<file path="config.mk">
export PLATFORM = sky130hd
export DESIGN_NAME = rvfi_order_serializer
export DESIGN_NICKNAME = d
export VERILOG_FILES = /design/src/rtl/rvfi_serial_pkg.sv /design/src/rtl/rvfi_serial_slots.sv /design/src/rtl/rvfi_order_serializer.sv
export SDC_FILE = /design/constraint.sdc
export NUM_CORES = 2
export LEC_CHECK = 0
export BUFFER_PORTS_ARGS = -buffer_cell sky130_fd_sc_hd__buf_2
export CORE_MARGIN = 2
export CORE_UTILIZATION = 40
export DETAILED_ROUTE_END_ITERATION = 8
export HOLD_SLACK_MARGIN = 0.12
export PLACE_DENSITY = 0.55
export SETUP_SLACK_MARGIN = 0.15
export SLEW_MARGIN = 10
export SYNTH_ARGS = -nofsm -noshare
export SYNTH_HDL_FRONTEND = slang
export SYNTH_HIERARCHICAL = 1
export SYNTH_SLANG_ARGS = --single-unit
</file>
<file path="constraint.sdc">
create_clock -name clk -period 36.1 [get_ports clk]
set_input_delay 0 -clock clk [delete_from_list [all_inputs] [get_ports clk]]
set_output_delay 0 -clock clk [all_outputs]
set_load 0.02 [all_outputs]
</file>
<file path="src/rtl/rvfi_serial_pkg.sv">
// Shared record layout and helpers for the RVFI order serializer.
// A slot record is {8 XLEN fields, rmask, wmask, header}; the header sits at bit 0.
package rvfi_serial_pkg;

  localparam int unsigned ORDER_W = 8;
  localparam int unsigned INSN_W  = 32;
  localparam int unsigned REG_W   = 5;
  localparam int unsigned HDR_W   = ORDER_W + INSN_W + 3 * REG_W + 1;
  localparam int unsigned NXFIELD = 8;

  typedef struct packed {
    logic [ORDER_W-1:0] order;
    logic [INSN_W-1:0]  insn;
    logic [REG_W-1:0]   rs1;
    logic [REG_W-1:0]   rs2;
    logic [REG_W-1:0]   rd;
    logic               trap;
  } rvfi_hdr_t;

  function automatic int unsigned rec_width(input int unsigned xlen);
    return HDR_W + NXFIELD * xlen + 2 * (xlen / 8);
  endfunction

  // Masks follow the header; XLEN fields start above both masks.
  function automatic int unsigned data_off(input int unsigned xlen);
    return HDR_W + 2 * (xlen / 8);
  endfunction

  function automatic logic [HDR_W-1:0] pack_hdr(
    input logic [ORDER_W-1:0] order,
    input logic [INSN_W-1:0]  insn,
    input logic [REG_W-1:0]   rs1,
    input logic [REG_W-1:0]   rs2,
    input logic [REG_W-1:0]   rd,
    input logic               trap
  );
    rvfi_hdr_t h;
    h.order = order;
    h.insn  = insn;
    h.rs1   = rs1;
    h.rs2   = rs2;
    h.rd    = rd;
    h.trap  = trap;
    return h;
  endfunction

  function automatic rvfi_hdr_t unpack_hdr(input logic [HDR_W-1:0] v);
    return rvfi_hdr_t'(v);
  endfunction

  // Modulo-256 distance of an order ahead of the expected one.
  function automatic logic [ORDER_W-1:0] win_dist(
    input logic [ORDER_W-1:0] order,
    input logic [ORDER_W-1:0] nxt
  );
    return order - nxt;
  endfunction

endpackage

</file>
<file path="src/rtl/rvfi_serial_slots.sv">
// Reorder buffer storage: DEPTH records with NRET write ports, one read port
// and the occupancy vector. Writers guarantee distinct, unoccupied slots.
module rvfi_serial_slots
  import rvfi_serial_pkg::*;
#(
  parameter int unsigned NRET  = 1,
  parameter int unsigned DEPTH = 8,
  parameter int unsigned W     = 64
) (
  input  logic                            clk,
  input  logic                            resetn,
  input  logic [NRET-1:0]                 wr_en,
  input  logic [NRET*$clog2(DEPTH)-1:0]   wr_idx,
  input  logic [NRET*W-1:0]               wr_data,
  input  logic [$clog2(DEPTH)-1:0]        rd_idx,
  input  logic                            rd_clr,
  output logic [W-1:0]                    rd_data_c,
  output logic                            rd_occ_c,
  output logic [DEPTH-1:0]                occ,
  output logic [DEPTH-1:0]                occ_next_c
);

  localparam int unsigned IW = $clog2(DEPTH);

  logic [W-1:0]     mem_q [DEPTH];
  logic [DEPTH-1:0] set_c;
  logic [DEPTH-1:0] clr_c;

  always_comb begin
    set_c = '0;
    for (int c = 0; c < NRET; c++) begin
      if (wr_en[c]) set_c[wr_idx[c*IW +: IW]] = 1'b1;
    end
    clr_c      = rd_clr ? (DEPTH'(1) << rd_idx) : '0;
    occ_next_c = (occ & ~clr_c) | set_c;
  end

  always_ff @(posedge clk) begin
    if (!resetn) occ <= '0;
    else         occ <= occ_next_c;
  end

  // Slot contents need no reset: they are only read behind an occupied bit.
  always_ff @(posedge clk) begin
    for (int c = 0; c < NRET; c++) begin
      if (wr_en[c]) mem_q[wr_idx[c*IW +: IW]] <= wr_data[c*W +: W];
    end
  end

  assign rd_data_c = mem_q[rd_idx];
  assign rd_occ_c  = occ[rd_idx];

endmodule

</file>
<file path="src/rtl/rvfi_order_serializer.sv">
// Reorders a multi-channel RVFI retirement stream by rvfi_order and replays it
// in program order, one instruction per cycle, on a single-channel bus.
`ifndef RISCV_FORMAL_NRET
`define RISCV_FORMAL_NRET 1
`endif
`ifndef RISCV_FORMAL_XLEN
`define RISCV_FORMAL_XLEN 32
`endif

module rvfi_order_serializer
  import rvfi_serial_pkg::*;
#(
  parameter int unsigned NRET  = `RISCV_FORMAL_NRET,
  parameter int unsigned XLEN  = `RISCV_FORMAL_XLEN,
  parameter int unsigned DEPTH = 8
) (
  input  logic                      clk,
  input  logic                      resetn,
  input  logic [NRET-1:0]           rvfi_valid,
  input  logic [NRET*8-1:0]         rvfi_order,
  input  logic [NRET*32-1:0]        rvfi_insn,
  input  logic [NRET*5-1:0]         rvfi_rs1,
  input  logic [NRET*5-1:0]         rvfi_rs2,
  input  logic [NRET*5-1:0]         rvfi_rd,
  input  logic [NRET-1:0]           rvfi_trap,
  input  logic [NRET*XLEN-1:0]      rvfi_pre_pc,
  input  logic [NRET*XLEN-1:0]      rvfi_pre_rs1,
  input  logic [NRET*XLEN-1:0]      rvfi_pre_rs2,
  input  logic [NRET*XLEN-1:0]      rvfi_post_pc,
  input  logic [NRET*XLEN-1:0]      rvfi_post_rd,
  input  logic [NRET*XLEN-1:0]      rvfi_mem_addr,
  input  logic [NRET*XLEN-1:0]      rvfi_mem_rdata,
  input  logic [NRET*XLEN-1:0]      rvfi_mem_wdata,
  input  logic [NRET*XLEN/8-1:0]    rvfi_mem_rmask,
  input  logic [NRET*XLEN/8-1:0]    rvfi_mem_wmask,
  output logic                      ser_valid,
  output logic [7:0]                ser_order,
  output logic [31:0]               ser_insn,
  output logic [4:0]                ser_rs1,
  output logic [4:0]                ser_rs2,
  output logic [4:0]                ser_rd,
  output logic                      ser_trap,
  output logic [XLEN-1:0]           ser_pre_pc,
  output logic [XLEN-1:0]           ser_pre_rs1,
  output logic [XLEN-1:0]           ser_pre_rs2,
  output logic [XLEN-1:0]           ser_post_pc,
  output logic [XLEN-1:0]           ser_post_rd,
  output logic [XLEN-1:0]           ser_mem_addr,
  output logic [XLEN-1:0]           ser_mem_rdata,
  output logic [XLEN-1:0]           ser_mem_wdata,
  output logic [XLEN/8-1:0]         ser_mem_rmask,
  output logic [XLEN/8-1:0]         ser_mem_wmask,
  output logic [$clog2(DEPTH):0]    pending,
  output logic                      err_window,
  output logic                      err_dup
);

  localparam int unsigned IW   = $clog2(DEPTH);
  localparam int unsigned PW   = IW + 1;
  localparam int unsigned MW   = XLEN / 8;
  localparam int unsigned W    = rec_width(XLEN);
  localparam int unsigned DOFF = data_off(XLEN);

  logic [7:0]         next_q;
  logic [W-1:0]       ser_q;
  logic [NRET-1:0]    wr_en_c;
  logic [NRET-1:0]    tgt_c;
  logic [NRET-1:0]    win_err_c;
  logic [NRET-1:0]    dup_err_c;
  logic [NRET*IW-1:0] wr_idx_c;
  logic [NRET*W-1:0]  wr_data_c;
  logic [7:0]         dist_c;
  logic [IW-1:0]      idx_c;
  logic               clash_c;
  logic [W-1:0]       rd_data_c;
  logic               rd_occ_c;
  logic [DEPTH-1:0]   occ;
  logic [DEPTH-1:0]   occ_next_c;
  rvfi_hdr_t          ser_hdr;

  for (genvar c = 0; c < NRET; c++) begin : g_pack
    assign wr_data_c[c*W +: W] = {
      rvfi_pre_pc[c*XLEN +: XLEN],   rvfi_pre_rs1[c*XLEN +: XLEN],
      rvfi_pre_rs2[c*XLEN +: XLEN],  rvfi_post_pc[c*XLEN +: XLEN],
      rvfi_post_rd[c*XLEN +: XLEN],  rvfi_mem_addr[c*XLEN +: XLEN],
      rvfi_mem_rdata[c*XLEN +: XLEN], rvfi_mem_wdata[c*XLEN +: XLEN],
      rvfi_mem_rmask[c*MW +: MW],    rvfi_mem_wmask[c*MW +: MW],
      pack_hdr(rvfi_order[c*8 +: 8], rvfi_insn[c*32 +: 32], rvfi_rs1[c*5 +: 5],
               rvfi_rs2[c*5 +: 5], rvfi_rd[c*5 +: 5], rvfi_trap[c])
    };
  end

  // Accept arbitration: window check first, then slot occupancy and
  // same-cycle collisions with any lower channel that targets a slot.
  always_comb begin
    wr_en_c   = '0;
    tgt_c     = '0;
    win_err_c = '0;
    dup_err_c = '0;
    wr_idx_c  = '0;
    dist_c    = '0;
    idx_c     = '0;
    clash_c   = 1'b0;
    for (int c = 0; c < NRET; c++) begin
      dist_c = win_dist(rvfi_order[c*8 +: 8], next_q);
      idx_c  = rvfi_order[c*8 +: IW];
      wr_idx_c[c*IW +: IW] = idx_c;
      clash_c = occ[idx_c];
      for (int k = 0; k < NRET; k++) begin
        if (k < c && tgt_c[k] && wr_idx_c[k*IW +: IW] == idx_c) clash_c = 1'b1;
      end
      if (resetn && rvfi_valid[c]) begin
        if (32'(dist_c) >= DEPTH) begin
          win_err_c[c] = 1'b1;
        end else begin
          tgt_c[c] = 1'b1;
          if (clash_c) dup_err_c[c] = 1'b1;
          else         wr_en_c[c]   = 1'b1;
        end
      end
    end
  end

  rvfi_serial_slots #(
    .NRET  (NRET),
    .DEPTH (DEPTH),
    .W     (W)
  ) u_slots (
    .clk        (clk),
    .resetn     (resetn),
    .wr_en      (wr_en_c),
    .wr_idx     (wr_idx_c),
    .wr_data    (wr_data_c),
    .rd_idx     (next_q[IW-1:0]),
    .rd_clr     (rd_occ_c && resetn),
    .rd_data_c  (rd_data_c),
    .rd_occ_c   (rd_occ_c),
    .occ        (occ),
    .occ_next_c (occ_next_c)
  );

  // Emit path, occupancy count and sticky error flags.
  always_ff @(posedge clk) begin
    if (!resetn) begin
      next_q     <= '0;
      ser_valid  <= 1'b0;
      ser_q      <= '0;
      pending    <= '0;
      err_window <= 1'b0;
      err_dup    <= 1'b0;
    end else begin
      if (rd_occ_c) begin
        ser_valid <= 1'b1;
        ser_q     <= rd_data_c;
        next_q    <= next_q + 8'd1;
      end else begin
        ser_valid <= 1'b0;
      end
      pending    <= PW'($countones(occ_next_c));
      err_window <= err_window | (|win_err_c);
      err_dup    <= err_dup | (|dup_err_c);
    end
  end

  assign ser_hdr       = unpack_hdr(ser_q[HDR_W-1:0]);
  assign ser_order     = ser_hdr.order;
  assign ser_insn      = ser_hdr.insn;
  assign ser_rs1       = ser_hdr.rs1;
  assign ser_rs2       = ser_hdr.rs2;
  assign ser_rd        = ser_hdr.rd;
  assign ser_trap      = ser_hdr.trap;
  assign ser_mem_wmask = ser_q[HDR_W +: MW];
  assign ser_mem_rmask = ser_q[HDR_W+MW +: MW];
  assign ser_mem_wdata = ser_q[DOFF +: XLEN];
  assign ser_mem_rdata = ser_q[DOFF+XLEN +: XLEN];
  assign ser_mem_addr  = ser_q[DOFF+2*XLEN +: XLEN];
  assign ser_post_rd   = ser_q[DOFF+3*XLEN +: XLEN];
  assign ser_post_pc   = ser_q[DOFF+4*XLEN +: XLEN];
  assign ser_pre_rs2   = ser_q[DOFF+5*XLEN +: XLEN];
  assign ser_pre_rs1   = ser_q[DOFF+6*XLEN +: XLEN];
  assign ser_pre_pc    = ser_q[DOFF+7*XLEN +: XLEN];

`ifdef RISCV_FORMAL
  logic seen_q;
  logic first_zero_c;

  always_ff @(posedge clk) begin
    if (!resetn)           seen_q <= 1'b0;
    else if (|rvfi_valid)  seen_q <= 1'b1;
  end

  always_comb begin
    first_zero_c = 1'b0;
    for (int c = 0; c < NRET; c++) begin
      if (rvfi_valid[c] && rvfi_order[c*8 +: 8] == 8'd0) first_zero_c = 1'b1;
    end
  end

  // Error flags are visible one cycle after the offending input.
  always_ff @(posedge clk) begin
    if (resetn && !seen_q && |rvfi_valid) assume (first_zero_c);
    if (resetn) assert (!err_window && !err_dup);
  end
`endif

endmodule

</file>
==> run_results.csv <==
group,metric,value,unit
status,outcome,"completed",
synthesis,postSynthCellCount,5927,
sta,setup_viol,0,
power,leakage,43.9,nW
routing,dr.pass1.iters,7,
worst_setup_path,start_kind,"flip-flop",
synthesis,async_reset_ff_share,0,%
sta,whs,0.153,ns
synthesis,synth_xor_area_share,0.0633,%
synthesis,synth_edf_count,2560,
synthesis,syn_avg_cell_area,18.7,sq um
clocking,cts_hold_buffers,642,
clocking,cts_tree,"yes",
worst_setup_path,rrSetupSlack,29.21,ns
worst_setup_path,worst_setup_path_end_kind,"flip-flop",
finish,fill_cells,23212,
routing,detail-route-antenna-nets,0,
worst_setup_path,crit_arrival,7.36,ns
finish,layout-drive-gt1-share,22.6,%
clocking,cts_sinks,2903,
routing,via_per_inst,5.14,
synthesis,synthMuxAreaShare,15.5,%
sta,period_share,19.1,%
clocking,clkTransAtPathRegs,0.06,ns
global_route,grt_start_max_net_pins,149,
routing,totalWireLength,273000,um
worst_setup_path,cpMostUsedCell,"buf_4",
synthesis,ys_seq_area_share,75.7,%
sta,fmax,145,MHz
worst_setup_path,slowest_delay,0.98,ns
floorplan,fp.coreArea,276000,sq um
clocking,numCtsBuffers,313,
sta,finalClockSkew,0.0431,ns
synthesis,synthSimpleGateAreaFrac,4.93,%
sta,period_minus_slack,6.89,ns
synthesis,syn_nets,6266,
power,ir_worst_vdd,0.0380,mV
global_route,grt_pass1_wl,403000,um
routing,drc,0,
place,io_buffers,649,
clocking,clk_latency,0.90,ns
global_route,track_usage,19.2,%
worst_setup_path,cp_max_fo,73,
worst_setup_path,worst_ep_required_time,36.58,ns
synthesis,synthFlopType,"edfxtp_1",
synthesis,synth_cell_type_count,55,
power,power.density_cell_area,56.6,nW/um^2
place,dpl.hpwl,150000,um
synthesis,ys_seq_elements,2903,
sta,rsz0062_at_grt,"false",
worst_setup_path,cp_slowest_cell,"dfxtp_4",
min_path,min_path_type,"primary input to flip-flop",
clocking,ctsResizeCount,0,
routing,via_count,57968,
sta,slew_headroom,17.8,%
flow_run,maxCapViolations,0,
worst_setup_path,crit_family,"buffers and inverters",
finish,postLayoutCoreUtil,48.8,%
clocking,clk_path_buf_depth,4,
worst_setup_path,path_class,"flip-flop to flip-flop",
sta,tightest_slew,1.23,ns
sta,hold_viol_final,0,
finish,area_delta_synth_final,21.5,%
global_route,overflow,0,
worst_setup_path,worstPathCellList,"inv_1, ha_1, nand3b_1, a221o_1, a22oi_2, o211ai_2, nor4b_1, buf_4, nor4bb_4, buf_4, buf_4, buf_4, buf_4",
clocking,cts_setup_buffers,0,
global_route,first_global_vias,59525,
floorplan,initial_core_util,40.1,%
synthesis,synth_area,111000,sq um
finish,nets,7628,
clocking,cts_root_buf,"clkbuf_16",
sta,setup_tns,0,ns
synthesis,yosys_warnings,6,
floorplan,die_w,530,um
place,place_congestion,0.763,
floorplan,die_height,530,um
synthesis,synth-compound-area-share,1.86,%
floorplan,num_io_pins,650,
sta,report.final.slew_viol_count,0,
synthesis,synth_top_family_by_area,"multiplexers",
clocking,htree_levels,5,
global_route,antenna_found_initial,58,
routing,drt_iter0_drc,4032,
floorplan,die_area,281000,sq um
routing,wl_per_cell,24.2,um
synthesis,synthAdderAreaFrac,0.215,%
worst_setup_path,critPathBufInv,6,
floorplan,row_count,193,
[flip-flops by register name, summed over array words and instances, names as in the netlist]
signal	flops
u_slots/occ	8
err_dup	1
ser_q	320
pending	4
err_window	1
next_q	8
u_slots/mem_q	2560
ser_valid	1
[Yosys cell counts (8+ instances only)]
cell | n | area [sq um]
a211o_1 | 8 | 70.1
a21oi_1 | 154 | 771
and2_1 | 14 | 87.6
buf_2 | 188 | 941
buf_4 | 17 | 128
buf_6 | 18 | 203
buf_8 | 10 | 150
clkbuf_1 | 101 | 379
dfxtp_1 | 343 | 6870
edfxtp_1 | 2560 | 76900
ha_1 | 11 | 138
inv_1 | 22 | 82.6
mux2i_1 | 604 | 6050
mux4_2 | 489 | 11000
nand2_1 | 533 | 2000
nor2_1 | 280 | 1050
nor2b_1 | 322 | 2010
nor3_1 | 8 | 40.0
o221ai_1 | 10 | 87.6
o22ai_1 | 145 | 907
[worst reg2reg max path, stage by stage (launching register included)]
cell,delay [ns]
dfxtp_4,0.98
inv_1,0.12
ha_1,0.37
nand3b_1,0.15
a221o_1,0.33
a22oi_2,0.22
o211ai_2,0.13
nor4b_1,0.27
buf_4,0.23
nor4bb_4,0.32
buf_4,0.76
buf_4,0.82
buf_4,0.85
buf_4,0.90
[through the flow]
stage / instances / total power, mW / worst slack, ns / area [sq um]
detailed placement: 10037 / 4.46 / 29.13 / 118000
floorplan: 5927 / 4.23 / 0.765 / 111000
global placement: 10037 / 4.45 / 29.09 / 118000
CTS: 11253 / 7.72 / 29.12 / 134000
finish: 11277 / 7.62 / 29.21 / 134000
global route: 11265 / 7.88 / 28.80 / 134000
[path summary, 6_finish.rpt]
kind               startpoint                     to  depth (start not counted)
max reg2reg         next_q[2]  u_slots/mem_q[4][126]                         13
max                 next_q[2]  u_slots/mem_q[4][126]                         13
min          rvfi_pre_rs1[18]  u_slots/mem_q[7][274]                          2
min reg2reg         next_q[7]              next_q[7]                          2
[area by class of cell]
cell class	instances	area, sq um	share of cell area (%)
Sequential cell	2903	83800	62.3
Multi-Input combinational cell	2662	25100	18.7
Timing Repair Buffer	1386	10500	7.84
Clock buffer	433	8730	6.49
Tap cell	3705	4640	3.45
Clock inverter	141	1530	1.14
Inverter	23	101	0.0754
Antenna cell	24	60.1	0.0447
[routing by layer]
layer	GRT usage, %	part of all wire, %
met4	4.52	2.0
met3	3.39	5.3
met2	32.0	49
met5	0	0.12
met1	26.2	43
[kinds of logic after synthesis]
group,after synthesis
xor gates and xnor gates,8
adders and majority gates,16
DFF,2903
AOI/OAI and AO/OA,345
buffers and inverters,362
muxes,1104
and+or+nand+nor,1189
[where the power goes]
group	internal (mW)	leakage [nW]	switching (mW)
Sequential	3.69	25.8	0.0339
Clock	1.87	5.01	1.31
Combinational	0.315	13.1	0.390
Total	5.88	43.9	1.73
[placed cells by master (no fill, tap or decap), types with 32 or more instances in the layout]
master         count
edfxtp_1        2560
buf_2            648
dlygate4sd3_1    641
mux2i_1          604
nand2_1          533
mux4_2           489
dfxtp_1          340
nor2b_1          322
clkbuf_16        319
nor2_1           280
a21oi_1          153
o22ai_1          145
buf_4             84
clkbuf_1          82
clkinv_1          46
clkinv_2          42
clkbuf_8          32
No activity file was read; power rests on OpenSTA's default activity.
